**config.mk**
```make
export PLATFORM = sky130hd
export DESIGN_NAME = clause_memory_loader
export DESIGN_NICKNAME = d
export VERILOG_FILES = /design/src/rtl/sat_pkg.sv /design/src/rtl/clause_memory_loader.sv
export SDC_FILE = /design/constraint.sdc
export NUM_CORES = 1
export LEC_CHECK = 0
export CORE_ASPECT_RATIO = 1.75
export CORE_UTILIZATION = 60
export CTS_CLUSTER_DIAMETER = 150
export DETAILED_ROUTE_END_ITERATION = 7
export GPL_ROUTABILITY_DRIVEN = 0
export PLACE_DENSITY_LB_ADDON = 0.15
export SYNTH_ARGS = -nofsm -noshare
export SYNTH_HDL_FRONTEND = slang
export SYNTH_SLANG_ARGS = --single-unit
export TNS_END_PERCENT = 10
```
**constraint.sdc**
```tcl
create_clock -name clk -period 7.37 [get_ports clk]
set_input_delay 1.474 -clock clk [delete_from_list [all_inputs] [get_ports clk]]
set_output_delay 1.474 -clock clk [all_outputs]
set_load 0.05 [all_outputs]
```
**src/rtl/sat_pkg.sv**
```systemverilog
// Shared types and widths for the clause store: literal/clause/row widths and the loader state encoding.
package sat_pkg;
  localparam int NUM_CLAUSES           = 64;
  localparam int VAR_ID_BITS           = 8;
  localparam int NUM_CLAUSES_PER_CYCLE = 16;
  localparam int NUM_VARS_PER_CLAUSE   = 3;
  localparam int CLAUSE_BITS = (VAR_ID_BITS + 1) * NUM_VARS_PER_CLAUSE;
  localparam int ROW_BITS    = CLAUSE_BITS * NUM_CLAUSES_PER_CYCLE;

  typedef struct packed {
    logic                   sign;
    logic [VAR_ID_BITS-1:0] id;
  } literal_t;

  typedef enum logic [2:0] {IDLE, FILL, WRITE, DONE, ERROR} loader_state_e;
endpackage

```
**src/rtl/clause_memory_loader.sv**
```systemverilog
// Packs streamed clauses into clause-memory rows and issues one write per row; reports done/err.
// Build option CLAUSE_PAD_EN: a short final row is zero-padded and written instead of flagging an error.
module clause_memory_loader #(
  parameter int NUM_CLAUSES           = 64,
  parameter int VAR_ID_BITS           = 8,
  parameter int NUM_CLAUSES_PER_CYCLE = 16,
  parameter int NUM_VARS_PER_CLAUSE   = 3,
  localparam int NUM_ROWS    = NUM_CLAUSES / NUM_CLAUSES_PER_CYCLE,
  localparam int PTR_BITS    = $clog2(NUM_ROWS),
  localparam int CLAUSE_BITS = (VAR_ID_BITS + 1) * NUM_VARS_PER_CLAUSE,
  localparam int ROW_BITS    = CLAUSE_BITS * NUM_CLAUSES_PER_CYCLE,
  localparam int CNT_BITS    = $clog2(NUM_CLAUSES + 1)
) (
  input  logic                   clk,
  input  logic                   reset_n,
  input  logic                   start,
  input  logic                   in_valid,
  output logic                   in_ready,
  input  logic [CLAUSE_BITS-1:0] in_clause,
  input  logic                   in_last,
  output logic                   wr_en,
  output logic [PTR_BITS-1:0]    wr_row,
  output logic [ROW_BITS-1:0]    wr_data,
  output logic [CNT_BITS-1:0]    clauses_loaded,
  output logic                   done,
  output logic                   err
);
  import sat_pkg::*;

  localparam int SLOT_BITS = $clog2(NUM_CLAUSES_PER_CYCLE);

  loader_state_e        state;
  logic [SLOT_BITS-1:0] slot;
  logic [PTR_BITS-1:0]  row;
  logic [ROW_BITS-1:0]  row_buf;
  logic                 last_seen;

  logic                 take;
  logic                 row_full;
  logic                 row_close;
  logic [ROW_BITS-1:0]  buf_next;

  // in_ready is registered and only ever high in FILL, so a handshake implies FILL.
  assign take     = in_valid & in_ready;
  assign row_full = (slot == SLOT_BITS'(NUM_CLAUSES_PER_CYCLE - 1));
`ifdef CLAUSE_PAD_EN
  assign row_close = take & (row_full | in_last);
`else
  assign row_close = take & row_full;
`endif

  always_comb begin
    buf_next = row_buf;
    buf_next[int'(slot) * CLAUSE_BITS +: CLAUSE_BITS] = in_clause;
  end

  always_ff @(posedge clk or negedge reset_n) begin
    if (!reset_n) begin
      state          <= IDLE;
      slot           <= '0;
      row            <= '0;
      row_buf        <= '0;
      last_seen      <= 1'b0;
      clauses_loaded <= '0;
      in_ready       <= 1'b0;
      wr_en          <= 1'b0;
      wr_row         <= '0;
      wr_data        <= '0;
      done           <= 1'b0;
      err            <= 1'b0;
    end else if (start) begin
      // Restart abandons any partly filled row without writing it.
      state          <= FILL;
      slot           <= '0;
      row            <= '0;
      row_buf        <= '0;
      last_seen      <= 1'b0;
      clauses_loaded <= '0;
      in_ready       <= 1'b1;
      wr_en          <= 1'b0;
      done           <= 1'b0;
      err            <= 1'b0;
    end else begin
      case (state)
        FILL: begin
          if (take) begin
            row_buf        <= buf_next;
            slot           <= slot + SLOT_BITS'(1);
            clauses_loaded <= clauses_loaded + CNT_BITS'(1);
            last_seen      <= in_last;
            if (row_close) begin
              state    <= WRITE;
              in_ready <= 1'b0;
              wr_en    <= 1'b1;
              wr_row   <= row;
              wr_data  <= buf_next;
            end else if (in_last) begin
              state    <= ERROR;
              in_ready <= 1'b0;
              err      <= 1'b1;
            end
          end
        end
        WRITE: begin
          wr_en <= 1'b0;
          if (row == PTR_BITS'(NUM_ROWS - 1) || last_seen) begin
            state <= DONE;
            done  <= 1'b1;
          end else begin
            state    <= FILL;
            row      <= row + PTR_BITS'(1);
            slot     <= '0;
            row_buf  <= '0;
            in_ready <= 1'b1;
          end
        end
        IDLE, DONE, ERROR: ;
        default: begin
          state    <= IDLE;
          in_ready <= 1'b0;
          wr_en    <= 1'b0;
        end
      endcase
    end
  end
endmodule

```
== Word level (Yosys, flattened, before mapping) ==
Cells that the tools add are included.

* Reduce and logical (&&, ||, !) cells: 18
* Shift operators: 2
* Add/sub/neg operators: 4
* Muxes and demuxes: 42
* Eq/ne operators: 13
* $mul: 1
* Bitwise gates (word level): 3

{| class="wikitable"
|+ Operators by type and width
! operator !! number
|-
| $mux 432 || 3
|-
| $pmux 432 s2 || 1
|-
| $bwmux 432 || 1
|-
| $shift 27x33->432 const A || 1
|-
| $shiftx 27x33->432 || 1
|-
| $neg 9->33 || 1
|-
| $mux 7 || 3
|-
| $mux 1 || 19
|-
| $mux 3 || 4
|-
| $mux 4 || 3
|-
| $reduce_and 4->1 || 3
|-
| $reduce_bool 2->1 || 5
|-
| $mul 4x5->9 const B || 1
|-
| $ne 3x3->1 const B || 3
|-
| $pmux 3 s3 || 1
|-
| $reduce_and 3->1 || 3
|-
| $mux 2 || 4
|-
| $pmux 4 s2 || 1
|-
| $add 7x1->7 const B || 1
|-
| $eq 3x2->1 const B || 2
|-
| $ne 2x2->1 const B || 3
|-
| $reduce_and 2->1 || 3
|-
| $add 4x1->4 const B || 1
|-
| $eq 4x4->1 const B || 1
|-
| 13 further kinds || 14
|}

* Flip-flop bits (word level): 887
* Bits of input ports: 32
* Output and inout port bits: 445

== Depth between registers and ports, before layout ==
* Word-level depth: 7
* Gate-level depth with buffers: 12
* Gate-level depth less buffers: 6

== Least setup slack after synthesis ==
Ideal clock, no wire load.

* Kind: input to register
* From: input port start
* To: register row_buf[332]
* Library setup time: 0.067 ns
* Stages: 7
* Arrival: 2.880 ns
* Required time: 7.303 ns
* Setup slack: 4.423 ns
* Cells stage by stage: or2_1 -> clkbuf_1 -> nor2_1 -> and2_1 -> clkbuf_2 -> buf_1 -> a22o_1

* Cells in the longest elaborated chain, start to end: 2

{| class="wikitable"
|+ RTL lines
! item !! RTL line !! RTL
|-
| start: declaration || clause_memory_loader.sv:16 || <nowiki>input logic start,</nowiki>
|-
| $ne 3x3->1 (no line) / $reduce_bool 3->1 (equally long branches) || n/a ||
|-
| $reduce_and 3->1 (no line) || n/a ||
|-
| end signal: assignment || clause_memory_loader.sv:87 || <nowiki>row_buf <= buf_next;</nowiki>
|-
| end: declaration || clause_memory_loader.sv:35 || <nowiki>logic [ROW_BITS-1:0] row_buf;</nowiki>
|}

Parallel ways exist; a longest one is shown, timed or not.
A chain may end at the register's enable or synchronous reset.

== Worst setup path in the final report ==
* From: register slot[0]
* To: register row_buf[332]

* Cells in the longest elaborated chain, start to end: 7

{| class="wikitable"
|+ RTL lines
! item !! RTL line !! RTL
|-
| start: declaration || clause_memory_loader.sv:33 || <nowiki>logic [SLOT_BITS-1:0] slot;</nowiki>
|-
| start signal: assignment || clause_memory_loader.sv:88 || <nowiki>slot <= slot + SLOT_BITS'(1);</nowiki>
|-
| $mul 4x5->9 (*) || clause_memory_loader.sv:54 || <nowiki>buf_next[int'(slot) * CLAUSE_BITS +: CLAUSE_BITS] = in_clause;</nowiki>
|-
| $neg 9->33 (*) || clause_memory_loader.sv:54 ||
|-
| $shiftx 27x33->432 / $shift 27x33->432 (equally long branches) || clause_memory_loader.sv:54 ||
|-
| $bwmux 432 (*) || clause_memory_loader.sv:54 ||
|-
| $mux 432 (*) || clause_memory_loader.sv:86 || <nowiki>if (take) begin</nowiki>
|-
| $pmux 432 s2 (*) || clause_memory_loader.sv:84 || <nowiki>case (state)</nowiki>
|-
| $mux 432 (*) || clause_memory_loader.sv:71 || <nowiki>end else if (start) begin</nowiki>
|}

Every way passes the cells marked *; elsewhere a longest branch is shown, timed or not. The select of a mux whose other input is x is not followed.

==> metrics.md <==
| Metric | Value |
|---|---|
| CP arrival | 6.27 ns |
| Cts bufs inserted | 76 |
| Die area | 62100 um^2 |
| Finished Layout Cells | 4612 |
| CP top delay family | simple AND/OR/NAND/NOR gates |
| Final Max Slew Viols | 0 |
| Total number of vias | roughly 31k |
| Post-synth EDFFs | 0 |
| Top layer used by detailed routing | met5 |
| Reg2Reg Launch Point | slot[0]$_DFFE_PN0P_ |
| Max Buffers Root-to-Sink | 3 |
| Clk sink count | 887 |
| Worst EP required | ~7.9 ns |
| TNS Setup | 0 ns |
| Die width | roughly 190 um |
| Async SR Flop Fraction | 1.00 |
| FMAX | ~0.17 GHz |
| Critical-path cell with the highest stage delay | a32o_2 |
| Worst-path fanout max | 29 |
| Pre-antenna DRT Iters | 8 |
| Placed cell areas | roughly 42000 um^2 |
| First-pass GRT wire length | 188000 um |
| Pin count of the biggest net entering global routing | ~200 |
| Root buf cell | clkbuf_16 |
| Critical hold path startpoint | wr_data[206]$_DFFE_PN0P_ |
| Type of origin of the critical path | flip-flop |
| YS warnings | 0 |
| Post-DR vias/cell | between 6 and 7 |
| CTS tree | yes |
| Min-delay worst type | flip-flop to flip-flop |
| Antenna violations before repair | 4 |
| Count of placed standard cells including taps | around 4.5k |
| Ports | 477 |
| Number of port buffers | 476 |
| Post-synth cell types | 72 |
| Overall routing resource usage | 0.405 |
| Minimum clock period after layout | approximately 5.7 ns |
| Mean Syn Cell Area | ~11 um^2 |
| Clk_lat worst skew | 0.63 ns |
| Cells after synthesis | 3463 |
| Crit-path cells | inv_1, ha_1, nor2_1, a32o_2, and2_1, a22o_1 |
| CP startpoint | slot[0]$_DFFE_PN0P_ |
| Drt total wl | ~130000 um |
| Final Hold Fails | 0 |
| Commonest cells after routing, fill and taps aside | nand2_1 (1042), dfrtp_1 (887), clkdlybuf4s50_1 (475), nand4_1 (164), o211ai_1 (164) |
| Post-DP HPWL | about 78000 um |
| Max-cap violation count | 0 |
| Hold buffer count at CTS | 0 |
| Area Growth Syn to Fin | 20.9% |
| Worst vdd ir | 0.181 mV |
| DR WL met2 | slightly below 60000 um |
| Post-CTS Setup Inserts | 0 |
| Vias in the first global route | slightly above 30k |
| Power Dens Cells | between 200 and 250 nW/um^2 |
| Congestion Overflow GR | 0 |
| Post_cts resized | 0 |
| Fillers | 4266 |
| Synthesized net count | about 3.5k |
| Detailed Route Iter0 Violations | between 4k and 5k |
| Clk slew on worst S/H paths | about 0.070 ns |
| H-tree depth | 3 |
| Initial Util | 0.607 |
| CP Buf/Inv Count | 1 |
| WL/cell | approximately 27 um |
| DR DRC count | 0 |
| RSZ-0062 raised after global routing | false |
| Sequential share of the synthesized area | 0.606 |
| Ys flop type | dfrtp_1 |
| Fraction of layout cells with a size suffix above 1 | 0.0654 |
| Synthesis-stage register bit count | between 800 and 900 |
| Most common cell after layout, fill and taps aside | nand2_1 |
| Core Rows | 119 |
| Slew @ Worst Pin | between 1 and 1.5 ns |
| Pleak | 19.5 nW |
| Setup violators final | 0 |
| Final period utilization | 0.776 |
| Status | completed |
| Wl on met1 | 42700 um |
| Max incr delay on CP | 1.09 ns |
| CP Class | flip-flop to flip-flop |
| Detail Route Antenna Nets | 0 |
| Die Y | ~330 um |
| Core area | around 60000 um^2 |
| Clk_skew | ~0.024 ns |
| Relative slew slack | 0.0912 |
| Finished Cell Area | between 40000 and 50000 um^2 |
| Syn Std Cell Area | ~37000 um^2 |
| DR WL met3 | roughly 14000 um |
| Layout net count | around 3.8k |
| CP endpoint kind | flip-flop |
[routing by layer]
metal	global-route usage	vias to the layer above
li1	-	12900
met1	0.495	15300
met2	0.623	2059
met3	0.0999	471
met4	0.308	2
met5	0	-
[logic make-up (layout without fill, tap and decap cells)]
family,after synthesis,in the layout,synth area share
other cells,0,2,0
mux,110,110,0.0301
simple gates,1346,1346,0.159
fa+ha+maj,6,6,0.00205
compound gates,770,770,0.160
xor+xnor,8,8,0.00191
buf+inv,336,697,0.0410
flops,887,887,0.606
[final timing paths]
kind / cells past startpoint / slack, ns / endpoint
setup / recovery: 6 / 1.65 / row_buf[332]$_DFFE_PN0P_
hold / removal: 2 / 0.47 / wr_data[206]$_DFFE_PN0P_
setup reg to reg: 6 / 1.65 / row_buf[332]$_DFFE_PN0P_
hold reg to reg: 2 / 0.47 / wr_data[206]$_DFFE_PN0P_
max in group asynchronous: 2 / 5.03 / row_buf[339]$_DFFE_PN0P_
min in group asynchronous: 1 / 0.84 / wr_data[88]$_DFFE_PN0P_
[cell usage after synthesis, types with 3 or more instances]
master / instances / area share
nand4b_1: 3 / 0.00072
ha_1: 6 / 0.0020
inv_1: 8 / 0.00082
o21ai_0: 104 / 0.014
buf_6: 9 / 0.0028
nor2_1: 20 / 0.0020
nand3_1: 42 / 0.0057
dfrtp_1: 887 / 0.61
nand4_1: 164 / 0.028
a22o_1: 108 / 0.026
o2bb2ai_1: 54 / 0.013
a21oi_2: 8 / 0.0019
and2_1: 6 / 0.0010
a31oi_4: 3 / 0.0017
nor3b_1: 13 / 0.0027
xnor2_1: 5 / 0.0012
buf_4: 15 / 0.0031
a32o_1: 110 / 0.030
and3_1: 17 / 0.0029
clkbuf_1: 193 / 0.020
xor2_1: 3 / 0.00072
buf_2: 91 / 0.012
mux2i_1: 109 / 0.030
nand2_1: 1042 / 0.11
o21ai_1: 19 / 0.0026
buf_1: 19 / 0.0019
nand3b_1: 3 / 0.00061
nor4_1: 4 / 0.00068
nand2b_1: 6 / 0.0010
a21o_1: 5 / 0.0010
o22ai_1: 162 / 0.028
a21oi_1: 10 / 0.0014
o211ai_1: 164 / 0.034
o21a_1: 3 / 0.00061
a21oi_4: 3 / 0.0013
[state kept, by name, indices dropped and copies added, names as in the netlist]
| signal | count |
|---|---|
| last_seen | 1 |
| done | 1 |
| slot | 4 |
| err | 1 |
| clauses_loaded | 7 |
| wr_data | 432 |
| state | 3 |
| row | 2 |
| row_buf | 432 |
| in_ready | 1 |
| wr_row | 2 |
| wr_en | 1 |
[tightest hold or removal path, cell delays in order (launching register included)]
cell     delay [ns]
dfrtp_1        0.34
nand2_1        0.05
nand2_1        0.04
[layout make-up]
class | count | area [um^2] | share of cell area
diodes | 2 | 5.00 | 0.000113
well taps | 786 | 983 | 0.0222
clock inverters | 29 | 362 | 0.00816
flip-flops and latches | 887 | 22200 | 0.501
inverters | 8 | 30.0 | 0.000678
repair buffers | 554 | 5460 | 0.123
multi-input cells | 2240 | 13000 | 0.294
clock buffers | 106 | 2220 | 0.0501
[power by group]
part	switching (W)	internal, W
Sequential	0.0000262	0.00489
Combinational	0.000549	0.000164
Clock	0.00182	0.00239
[metrics by stage]
step / hold WS [ns] / total power (W) / util / setup WS (ns)
after floorplan: 0.439 / 0.00538 / - / 4.42
after global placement: 0.450 / 0.00568 / 0.691 / 1.94
after detailed placement: 0.456 / 0.00570 / 0.691 / 1.91
after CTS: 0.470 / 0.00984 / 0.734 / 1.86
after global routing: 0.487 / 0.0101 / 0.734 / 1.39
final: 0.466 / 0.00984 / 0.734 / 1.65
Power figures use the tool's default switching activity.
